`src/rtl/rle_pkg.sv`:
```
// Shared definitions for the binary RLE frame sequencer.
//   - Default image geometry and run-length field width.
//   - Token field offsets for the default width. A token is laid out as
//     {eof, eol, bit, run_len[RUN_W-1:0]}, with run_len in the LSBs.
//   - Sequencer state encoding and a small width helper.
package rle_pkg;

  localparam int IMG_W_DEF      = 640;
  localparam int IMG_H_DEF      = 480;
  localparam int RUN_W_DEF      = 13;
  localparam int FIFO_DEPTH_DEF = 8;

  // Token bit positions when RUN_W == RUN_W_DEF.
  localparam int LEN_LSB = 0;
  localparam int BIT_B   = RUN_W_DEF;
  localparam int EOL_B   = RUN_W_DEF + 1;
  localparam int EOF_B   = RUN_W_DEF + 2;

  typedef enum logic [1:0] {
    ST_IDLE  = 2'd0,  // waiting for a pixel tagged with in_sop
    ST_RUN   = 2'd1,  // accumulating runs inside a frame
    ST_SPLIT = 2'd2   // writing the second token of a line-end split
  } seq_state_e;

  // Bits needed to index 0..n-1, never less than one.
  function automatic int idx_w(input int n);
    return (n > 1) ? $clog2(n) : 1;
  endfunction

endpackage

```
`src/rtl/rle_frame_sequencer_if.sv`:
```
// Pixel-in / token-out bus of the RLE frame sequencer.
//   in_valid/in_bit/in_sop  pixel stream from the classifier
//   in_ready                sequencer accepts a pixel
//   out_valid/out_data      token at the FIFO head
//   out_ready               consumer takes the token
// master: the pixel source and token consumer; slave: the sequencer.
interface rle_frame_sequencer_if
  import rle_pkg::*;
#(
  parameter int RUN_W = RUN_W_DEF
) ();

  logic             in_valid;
  logic             in_bit;
  logic             in_sop;
  logic             in_ready;
  logic             out_valid;
  logic             out_ready;
  logic [RUN_W+2:0] out_data;

  modport master (
    output in_valid, in_bit, in_sop, out_ready,
    input  in_ready, out_valid, out_data
  );

  modport slave (
    input  in_valid, in_bit, in_sop, out_ready,
    output in_ready, out_valid, out_data
  );

endinterface

```
`src/rtl/rle_token_fifo.sv`:
```
// First-word fall-through token FIFO.
//   clk, rst    clock, synchronous active-high reset (empties the FIFO)
//   wr_en/data  write port; a word written in cycle n is at rd_data in n+1
//   rd_en       pops the head when the FIFO is not empty
//   rd_data     current head word
//   count/free  registered occupancy and free entries
// A write while full is accepted only if a read happens in the same cycle.
// An empty FIFO has no bypass path, so the one-cycle latency always holds.
module rle_token_fifo #(
  parameter int  WIDTH = 16,
  parameter int  DEPTH = 8,
  localparam int CNT_W = $clog2(DEPTH + 1)
) (
  input  logic             clk,
  input  logic             rst,
  input  logic             wr_en,
  input  logic [WIDTH-1:0] wr_data,
  input  logic             rd_en,
  output logic [WIDTH-1:0] rd_data,
  output logic [CNT_W-1:0] count,
  output logic [CNT_W-1:0] free
);

  localparam int PTR_W = $clog2(DEPTH);

  logic [WIDTH-1:0] mem [DEPTH];
  logic [PTR_W-1:0] wr_ptr;
  logic [PTR_W-1:0] rd_ptr;
  logic             do_wr;
  logic             do_rd;

  assign do_rd   = rd_en && (count != '0);
  assign do_wr   = wr_en && ((count != CNT_W'(DEPTH)) || do_rd);
  assign rd_data = mem[rd_ptr];

  // NOTE: storage has no reset; emptiness is tracked by count alone, so
  // stale words are never presented and the array maps to plain RAM.
  always_ff @(posedge clk) begin
    if (do_wr) mem[wr_ptr] <= wr_data;
  end

  // NOTE: sequential state is updated with <= so every register samples
  // pre-edge values regardless of statement order.
  always_ff @(posedge clk) begin
    if (rst) begin
      wr_ptr <= '0;
      rd_ptr <= '0;
      count  <= '0;
      free   <= CNT_W'(DEPTH);
    end else begin
      if (do_wr) wr_ptr <= wr_ptr + PTR_W'(1);
      if (do_rd) rd_ptr <= rd_ptr + PTR_W'(1);
      case ({do_wr, do_rd})
        2'b10: begin
          count <= count + CNT_W'(1);
          free  <= free - CNT_W'(1);
        end
        2'b01: begin
          count <= count - CNT_W'(1);
          free  <= free + CNT_W'(1);
        end
        default: ;
      endcase
    end
  end

endmodule

```
`src/rtl/rle_frame_sequencer.sv`:
```
// Frames a per-pixel bit stream into lines/frames and emits run tokens
// {eof, eol, bit, run_len}. Every run is closed at the end of each line.
//   clk, rst     clock, synchronous active-high reset
//   bus (slave)  pixel input with valid/ready/sop, token output valid/ready
//   frame_done   one-cycle pulse when the eof token is written
//   err_abort    one-cycle pulse when in_sop arrives inside a frame
// A line whose last pixel changes the bit needs two tokens; the second is
// parked in a pending register and written from SPLIT. Pixel intake stalls
// while fewer than two FIFO entries are free, so that pair always fits.
module rle_frame_sequencer
  import rle_pkg::*;
#(
  parameter int IMG_W      = IMG_W_DEF,
  parameter int IMG_H      = IMG_H_DEF,
  parameter int RUN_W      = RUN_W_DEF,
  parameter int FIFO_DEPTH = FIFO_DEPTH_DEF
) (
  input  logic                  clk,
  input  logic                  rst,
  rle_frame_sequencer_if.slave  bus,
  output logic                  frame_done,
  output logic                  err_abort
);

  localparam int X_W   = idx_w(IMG_W);
  localparam int Y_W   = idx_w(IMG_H);
  localparam int CNT_W = $clog2(FIFO_DEPTH + 1);
  localparam int TOK_W = RUN_W + 3;

  seq_state_e       state_q;
  seq_state_e       state_d;
  logic [X_W-1:0]   x_q;
  logic [Y_W-1:0]   y_q;
  logic [RUN_W-1:0] run_q;
  logic             cur_bit_q;
  logic             pend_eof_q;
  logic             pend_bit_q;

  logic             accept;
  logic             restart;
  logic             last_px;
  logic             last_line;
  logic             same_bit;
  logic             fresh_run;
  logic             wr_en;
  logic [TOK_W-1:0] wr_data;
  logic [CNT_W-1:0] fifo_count;
  logic [CNT_W-1:0] fifo_free;

  assign bus.in_ready = !rst && (state_q != ST_SPLIT) && (fifo_free >= CNT_W'(2));
  assign accept       = bus.in_valid && bus.in_ready;
  // in_sop restarts the frame from any state that can accept a pixel.
  assign restart      = accept && bus.in_sop;
  assign last_px      = (x_q == X_W'(IMG_W - 1));
  assign last_line    = (y_q == Y_W'(IMG_H - 1));
  assign same_bit     = (bus.in_bit == cur_bit_q);
  // run_q == 0 marks the first pixel of a line: it opens a run, no token.
  assign fresh_run    = (run_q == '0);

  // State register.
  always_ff @(posedge clk) begin
    if (rst) state_q <= ST_IDLE;
    else     state_q <= state_d;
  end

  // Next state.
  // NOTE: every always_comb output gets a default first, so no path can
  // leave it unassigned and infer a latch.
  always_comb begin
    state_d = state_q;
    unique case (state_q)
      ST_IDLE: begin
        if (restart) state_d = ST_RUN;
      end
      ST_RUN: begin
        if (accept && !bus.in_sop && !fresh_run && last_px) begin
          if (!same_bit)      state_d = ST_SPLIT;
          else if (last_line) state_d = ST_IDLE;
        end
      end
      ST_SPLIT: begin
        state_d = pend_eof_q ? ST_IDLE : ST_RUN;
      end
      default: state_d = ST_IDLE;
    endcase
  end

  // Outputs: token writes and the abort pulse.
  always_comb begin
    wr_en     = 1'b0;
    wr_data   = '0;
    err_abort = 1'b0;
    unique case (state_q)
      ST_RUN: begin
        if (accept) begin
          if (bus.in_sop) begin
            err_abort = 1'b1;
          end else if (!fresh_run) begin
            if (!same_bit) begin
              // A bit change closes the open run; on the last pixel the
              // new one-pixel run follows from SPLIT.
              wr_en   = 1'b1;
              wr_data = {1'b0, 1'b0, cur_bit_q, run_q};
            end else if (last_px) begin
              wr_en   = 1'b1;
              wr_data = {last_line, 1'b1, cur_bit_q, run_q + RUN_W'(1)};
            end
          end
        end
      end
      ST_SPLIT: begin
        wr_en   = 1'b1;
        wr_data = {pend_eof_q, 1'b1, pend_bit_q, RUN_W'(1)};
      end
      default: ;
    endcase
  end

  assign frame_done = wr_en && wr_data[TOK_W-1];

  // Position counters, open run and pending split token.
  always_ff @(posedge clk) begin
    if (rst) begin
      x_q        <= '0;
      y_q        <= '0;
      run_q      <= '0;
      cur_bit_q  <= 1'b0;
      pend_eof_q <= 1'b0;
      pend_bit_q <= 1'b0;
    end else if (restart) begin
      // Abandons any partial frame; tokens already written stay queued.
      x_q       <= X_W'(1);
      y_q       <= '0;
      cur_bit_q <= bus.in_bit;
      run_q     <= RUN_W'(1);
    end else if (state_q == ST_RUN && accept) begin
      if (last_px) begin
        x_q        <= '0;
        y_q        <= last_line ? '0 : y_q + Y_W'(1);
        run_q      <= '0;
        pend_eof_q <= last_line;
        pend_bit_q <= bus.in_bit;
      end else begin
        x_q <= x_q + X_W'(1);
        if (fresh_run || !same_bit) begin
          cur_bit_q <= bus.in_bit;
          run_q     <= RUN_W'(1);
        end else begin
          run_q <= run_q + RUN_W'(1);
        end
      end
    end
  end

  rle_token_fifo #(
    .WIDTH (TOK_W),
    .DEPTH (FIFO_DEPTH)
  ) u_fifo (
    .clk     (clk),
    .rst     (rst),
    .wr_en   (wr_en),
    .wr_data (wr_data),
    .rd_en   (bus.out_ready),
    .rd_data (bus.out_data),
    .count   (fifo_count),
    .free    (fifo_free)
  );

  assign bus.out_valid = (fifo_count != '0);

endmodule

```
`src/flat_wrapper.sv`:
```
// flat-port wrapper written by rule: the top's interface ports become plain ports
module rle_frame_sequencer_flat import rle_pkg::*;
#(
  parameter int IMG_W      = IMG_W_DEF,
  parameter int IMG_H      = IMG_H_DEF,
  parameter int RUN_W      = RUN_W_DEF,
  parameter int FIFO_DEPTH = FIFO_DEPTH_DEF
)
  (clk, rst, frame_done, err_abort, bus_in_valid, bus_in_bit, bus_in_sop, bus_out_ready, bus_in_ready, bus_out_valid, bus_out_data);
  rle_frame_sequencer_if #(.RUN_W(RUN_W)) bus_i ();
  input  logic clk;
  input  logic rst;
  output logic frame_done;
  output logic err_abort;
  input wire logic [$bits(bus_i.in_valid)-1:0] bus_in_valid;
  input wire logic [$bits(bus_i.in_bit)-1:0] bus_in_bit;
  input wire logic [$bits(bus_i.in_sop)-1:0] bus_in_sop;
  input wire logic [$bits(bus_i.out_ready)-1:0] bus_out_ready;
  output wire logic [$bits(bus_i.in_ready)-1:0] bus_in_ready;
  output wire logic [$bits(bus_i.out_valid)-1:0] bus_out_valid;
  output wire logic [$bits(bus_i.out_data)-1:0] bus_out_data;
  assign bus_i.in_valid = bus_in_valid;
  assign bus_i.in_bit = bus_in_bit;
  assign bus_i.in_sop = bus_in_sop;
  assign bus_i.out_ready = bus_out_ready;
  assign bus_in_ready = bus_i.in_ready;
  assign bus_out_valid = bus_i.out_valid;
  assign bus_out_data = bus_i.out_data;
  rle_frame_sequencer #(.IMG_W(IMG_W), .IMG_H(IMG_H), .RUN_W(RUN_W), .FIFO_DEPTH(FIFO_DEPTH)) u_core (.clk(clk), .rst(rst), .bus(bus_i), .frame_done(frame_done), .err_abort(err_abort));
endmodule
```
`config.mk`:
```
export PLATFORM = sky130hd
export DESIGN_NAME = rle_frame_sequencer_flat
export DESIGN_NICKNAME = d
export VERILOG_FILES = /design/src/rtl/rle_pkg.sv /design/src/rtl/rle_frame_sequencer_if.sv /design/src/rtl/rle_token_fifo.sv /design/src/rtl/rle_frame_sequencer.sv /design/src/flat_wrapper.sv
export SDC_FILE = /design/constraint.sdc
export NUM_CORES = 1
export LEC_CHECK = 0
export CORE_MARGIN = 3
export CORE_UTILIZATION = 40
export DETAILED_ROUTE_END_ITERATION = 16
export HOLD_SLACK_MARGIN = 0.06
export SLEW_MARGIN = 25
export SYNTH_ARGS = -nofsm -noshare
export SYNTH_HDL_FRONTEND = slang
export SYNTH_HIERARCHICAL = 1
export SYNTH_SLANG_ARGS = --single-unit
```
`constraint.sdc`:
```
create_clock -name clk -period 5 [get_ports clk]
set_input_delay 1 -clock clk [delete_from_list [all_inputs] [get_ports clk]]
set_output_delay 1 -clock clk [all_outputs]
set_load 0.02 [all_outputs]
```
==> flow_metrics.tcl, run 1 <==
set metrics [dict create \
    clkSlewWorstSetupHoldPaths_ns 0.07 \
    synth_area_leader_cell "edfxtp_1" \
    ys_ff_latch 182 \
    cts_buffer_depth 2 \
    synthXorXnorAreaFrac_pct 2.351 \
    fin_ws_ns 0.8586 \
    yosys-top-cells-area "edfxtp_1 47%, dfxtp_1 13%, mux4_2 8.8%" \
    worstMarginPinSlew_ns 0.9551 \
    status "completed" \
    wl_mm 16.39 \
    endpoint_kind "output pin" \
    worstSkewPairLatency_ns 0.42 \
    synth_mux_area_share_pct 12.23 \
    synth_compound_area_share_pct 6.947 \
    cp.required_ns 4.00 \
    port_buffers 25 \
    arrival_ns 3.14 \
    tns_ns 0 \
    die_y_um 149.1 \
    dp_hpwl_mm 10.46 \
    antenna_cells 0 \
    multi_input_area_um2 3052 \
    antenna_found_initial 0 \
    drc 0 \
    layout_commonest_cell "edfxtp_1" \
    vias 5028 \
    min_period_over_period_pct 82.83 \
    coreArea_um2 19780 \
    grt_pass1_wl_mm 26.98 \
    synth_cell_types 63 \
    grt_usage_pct 15.65 \
    place_congestion 0.8412 \
    synth_top_family_by_area "simple AND/OR/NAND/NOR gates" \
    max_cap_viol_count 0 \
    syn2layout_area_growth_pct 13.68 \
    dr.first_iter.drc_count 289 \
    hp-class "reg2reg" \
    seq_area_um2 4926 \
    synthesis.area_um2 8195 \
    finalSetupViolations 0 \
    layout_min_cycle_time_ns 4.141 \
    cts_resized 0 \
    max_slew_margin_pct 36.24 \
    hold_viol_final 0 \
    syn_inst 609 \
    leakage_nw 2.914 \
    pre_cts_ws_ns 0.7469 \
    cts_root_buf "clkbuf_16" \
    mostFrequentLayoutCells "128 x edfxtp_1, 69 x nor2_1, 53 x dfxtp_1" \
    powerDensity_nw_per_um2 361.2 \
    ioPinCount 26 \
    via_per_inst 5.501 \
    cts-hold-fix-buffers 0 \
    die_w_um 149.1 \
    synth_ff_type "edfxtp_1" \
    synthAdderAreaFrac_pct 2.626 \
    drive_above_1_share_pct 18.49 \
    grt_overflow 0 \
    nNetsFinal 658 \
    synthArstFlopShare_pct 0 \
    wl_per_cell_um 17.93 \
    fill_cells 1747 \
    numCtsBuffers 17 \
    start_util_pct 41.43 \
    yosys_warnings 6 \
    drtPass1Iterations 5 \
    fin_skew_ns 0.01254 \
    criticalPathCategory "in2out" \
    cts_tree "yes" \
    ant_nets 0 \
    cts.sinks 182 \
    ir_drop_mv 0.2294 \
    syn_avg_cell_area_um2 13.46 \
    seq_area_frac_synth_pct 60.09 \
    rsz0062_at_grt "false" \
    worstSetupStartpointType "input port" \
    h-tree-depth 4 \
    slew_viol_final 0 \
    grt_max_degree 33 \
    grt_pass1_vias 5083 \
    num_rows 51 \
    synth-simple-area-share_pct 12.96 \
    die_area_um2 22240 \
    synth_enable_flop_cells 128 \
    cts_setup_buffers 0 \
    synth_fp_nets 631 \
    netlist.area_leader.share_pct 46.90 \
    worst-path-max-fanout 5 \
    fmax_ghz 0.2415 \
]
[area by class of cell]
class                   count  share of cell area [%]
flip-flops and latches    182                   52.87
multi-input cells         384                   32.76
clock buffers              17                   4.566
repair buffers             42                   4.056
well taps                 265                   3.559
clock inverters            15                   1.826
inverters                   9                  0.3626
[critical path, cell delays in order]
cell and delay [ns]:
clkdlybuf4s50_1 0.50, and4bb_2 0.30, nand2_4 0.07, nor3_4 0.28
a32oi_1 0.18, nor2b_1 0.18, clkdlybuf4s50_1 0.63
[registers in the layout, summed over array words and instances (netlist names), 3 cells and up, named ones only]
signal                flops
u_core/x_q               10
u_core/u_fifo/wr_ptr      3
u_core/u_fifo/free        4
u_core/y_q                9
u_core/u_fifo/count       4
u_core/u_fifo/mem       128
u_core/u_fifo/rd_ptr      3
u_core/run_q             13
[cell families after synthesis]
group | count (synthesis)
AND/OR/NAND/NOR | 202
flip-flops | 182
AO/OA/AOI/OAI | 86
multiplexers | 58
buffers and inverters | 43
XOR/XNOR | 22
adder cells (fa/ha/maj) | 16
[cells in the mapped netlist, types with 2 or more instances]
cell type	n
and4_1	2
nand2_1	31
nand3_1	17
a31oi_1	6
a21oi_1	26
nand4_1	12
nor2_2	2
buf_2	11
dfxtp_1	54
nor2_1	69
o21ai_0	17
clkbuf_1	13
mux4_2	32
nor2b_1	9
o211ai_1	5
mux2_2	17
o41ai_1	2
inv_1	9
buf_6	6
xnor2_1	9
fa_1	2
ha_1	14
and2_1	6
nand2b_1	4
and3_2	2
and4b_1	2
nand3b_1	6
a21o_1	2
a211o_1	3
edfxtp_1	128
buf_4	2
nor4b_1	2
mux2i_1	9
xor2_1	13
nor4_1	3
nor3_1	16
a32oi_1	3
and3_1	5
or2_2	2
a22oi_1	10
a211oi_1	4
[metrics by stage]
stage                     cells  power (W)  utilization [%]  cell area (um2)  hold WS, ns
after detailed placement    882   0.002088            44.09             8721       0.4755
after global routing        914   0.003507            47.10             9316       0.5217
after global placement      882   0.002078            44.09             8721       0.4601
after floorplan             609   0.001990                -             8195       0.4440
after CTS                   914   0.003403            47.10             9316       0.4868
final                       914   0.003365            47.10             9316       0.4829
[layer usage]
metal	routed length (um)	GRT usage, %
met3	484	3.312
met2	8046	25.93
met5	0	0
met1	7684	21.19
met4	170	3.982
[report_power, final]
| part | switching, W | internal, W |
|---|---|---|
| Sequential | 0.0000529 | 0.00162 |
| Combinational | 0.000192 | 0.000185 |
| Clock | 0.000639 | 0.000677 |
| Total | 0.000884 | 0.00248 |
[worst paths after layout]
check | start | cells after the start | endpoint | slack (ns)
hold reg to reg | u_core/x_q[1] | 2 | u_core/x_q[1] | 0.48
hold / removal | u_core/x_q[1] | 2 | u_core/x_q[1] | 0.48
setup / recovery | bus_in_valid | 7 | frame_done | 0.86
setup reg to reg | u_core/state_q[0] | 15 | u_core/u_fifo/count[3] | 1.56
(Power assumes the default switching activity.)
==> inputs of run 2 (changes only) <==
==> constraint.sdc (replaced) <==
create_clock -name clk -period 3.4 [get_ports clk]
set_input_delay 0.68 -clock clk [delete_from_list [all_inputs] [get_ports clk]]
set_output_delay 0.68 -clock clk [all_outputs]
set_load 0.02 [all_outputs]
==> run 2 against run 1 <==
Count of clock-buffer cells in the layout is the same. Setup slack lost 0.58 ns. Global-route usage shrank 0.14 points. Core utilization grew 1.0 points. Critical path type is now reg2out. Clock power grew 40%. First-iteration DRC count grew 30%. Die area is the same. Critical path depth shrank 3. Via count grew 0.58%.
==> flow_metrics.tcl, run 2 (synthesis gave the netlist of run 1 again) <==
set metrics [dict create \
    status "completed" \
    antenna_found_initial 0 \
    worstSkewPairLatency_ns 0.43 \
    largest_reg_flops 128 \
    wl_per_cell_um 17.67 \
    dp_hpwl_mm 10.63 \
    worstSetupStartpointType "register" \
    design_area_um2 9517 \
    cts_buffer_depth 2 \
    coreArea_um2 19780 \
    top_register "u_core/u_fifo/mem" \
    timing.rr.start "u_core/run_q[8]" \
    drive_above_1_share_pct 20.72 \
    cts.sinks 182 \
    criticalPathCategory "reg2out" \
    finalSetupViolations 0 \
    grt_overflow 0 \
    via_per_inst 5.432 \
    numCtsBuffers 17 \
    place_area_um2 8949 \
    port_buffers 25 \
    rrSetupSlack_ns 0.31 \
    cts_tree "yes" \
    syn2layout_area_growth_pct 16.12 \
    die_w_um 149.1 \
    grt_max_degree 33 \
    powerDensity_nw_per_um2 514.1 \
    vias 5057 \
    endpoint_kind "output pin" \
    layout_min_cycle_time_ns 3.117 \
    cts_root_buf "clkbuf_16" \
    start_util_pct 41.43 \
    fin_skew_ns 0.01006 \
    worstMarginPinSlew_ns 0.7676 \
    grt_usage_pct 15.51 \
    worst-path-max-fanout 32 \
    rsz0062_at_grt "false" \
    clkSlewWorstSetupHoldPaths_ns 0.07 \
    ir_drop_mv 0.3582 \
    place_congestion 0.8439 \
    hp-class "reg2reg" \
    num_rows 51 \
    leakage_nw 3.010 \
    drtPass1Iterations 5 \
    dr.first_iter.drc_count 375 \
    fill_cells 1735 \
    drc 0 \
    min-delay-start "u_core/x_q[1]" \
    fmax_ghz 0.3209 \
    hold_viol_final 0 \
    grt_pass1_wl_mm 26.86 \
    mostFrequentLayoutCells "128 x edfxtp_1, 69 x nor2_1, 53 x dfxtp_1" \
    max_slew_margin_pct 48.83 \
    arrival_ns 2.44 \
    wl_mm 16.45 \
    antenna_cells 0 \
    cts-hold-fix-buffers 0 \
    holdWs_ns 0.4794 \
    max_cap_viol_count 0 \
    nNetsFinal 675 \
    grt_pass1_vias 5064 \
    min_period_over_period_pct 91.66 \
    top_regs "u_core/u_fifo/mem: 128 flops, u_core/run_q: 13 flops, u_core/x_q: 10 flops" \
    slew_viol_final 0 \
    die_y_um 149.1 \
    die_area_um2 22240 \
    cp.required_ns 2.72 \
    layout_commonest_cell "edfxtp_1" \
    h-tree-depth 4 \
    ant_nets 0 \
    ioPinCount 26 \
]
[run 2: changes by cell type in the layout (fill, tap and decap cells not counted), moves of 2 or more]
cell	delta
clkinv_8	-3
inv_6	+3
buf_12	+8
buf_4	+9
inv_8	-4
clkinv_4	+2
[run 2: area by class of cell]
class | instances | area, um2 | area share, %
Clock inverter | 15 | 131.4 | 1.380
Inverter | 9 | 33.78 | 0.3550
Multi-Input combinational cell | 384 | 3064 | 32.20
Tap cell | 265 | 331.6 | 3.484
Clock buffer | 17 | 425.4 | 4.470
Sequential cell | 182 | 4926 | 51.76
Timing Repair Buffer | 59 | 604.3 | 6.350
[run 2: path summary, 6_finish.rpt]
kind / endpoint / depth (start not counted)
max reg2reg: u_core/u_fifo/free[3] / 12
max: bus_out_data[14] / 4
min reg2reg: u_core/x_q[1] / 2
min: u_core/x_q[1] / 2
[run 2: repair_timing]
item	in CTS	in global routing
buffers inserted	0	0
endpoints found under the setup margin	1	1
hold endpoints to repair	0	0
resized for setup	2	1
[run 2: power breakdown]
group	internal, W	switching [W]
Clock	0.000963	0.000888
Sequential	0.00238	0.0000428
Combinational	0.000299	0.000319
[run 2: per-layer routing]
metal | vias to the layer above | share of wire (%) | track usage (%) | wire [um]
li1 | 2405 | - | - | -
met1 | 2514 | 45 | 20.59 | 7379
met4 | 0 | 2.0 | 5.858 | 330
met3 | 26 | 3.5 | 2.704 | 584
met2 | 112 | 50 | 25.64 | 8160
met5 | - | 0 | 0 | 0
[run 2: worst max-delay path, cell delays in order (launching register included)]
cell and delay [ns]:
dfxtp_2 0.34, buf_12 0.26, mux4_2 0.55, mux2_2 0.29, clkdlybuf4s50_1 0.55
[run 2: stage by stage]
stage	util [%]	total power [W]	instances	setup WS (ns)	TNS [ns]
2_1_floorplan	-	0.002927	609	-0.1681	-9.583
3_3_place_gp	45.24	0.003084	899	0.01897	0
3_5_place_dp	45.24	0.003101	899	-0.04262	-0.06664
4_1_cts	48.08	0.004944	931	0.2097	0
5_1_grt	48.11	0.005098	931	0.1076	0
6_report	48.11	0.004892	931	0.2834	0
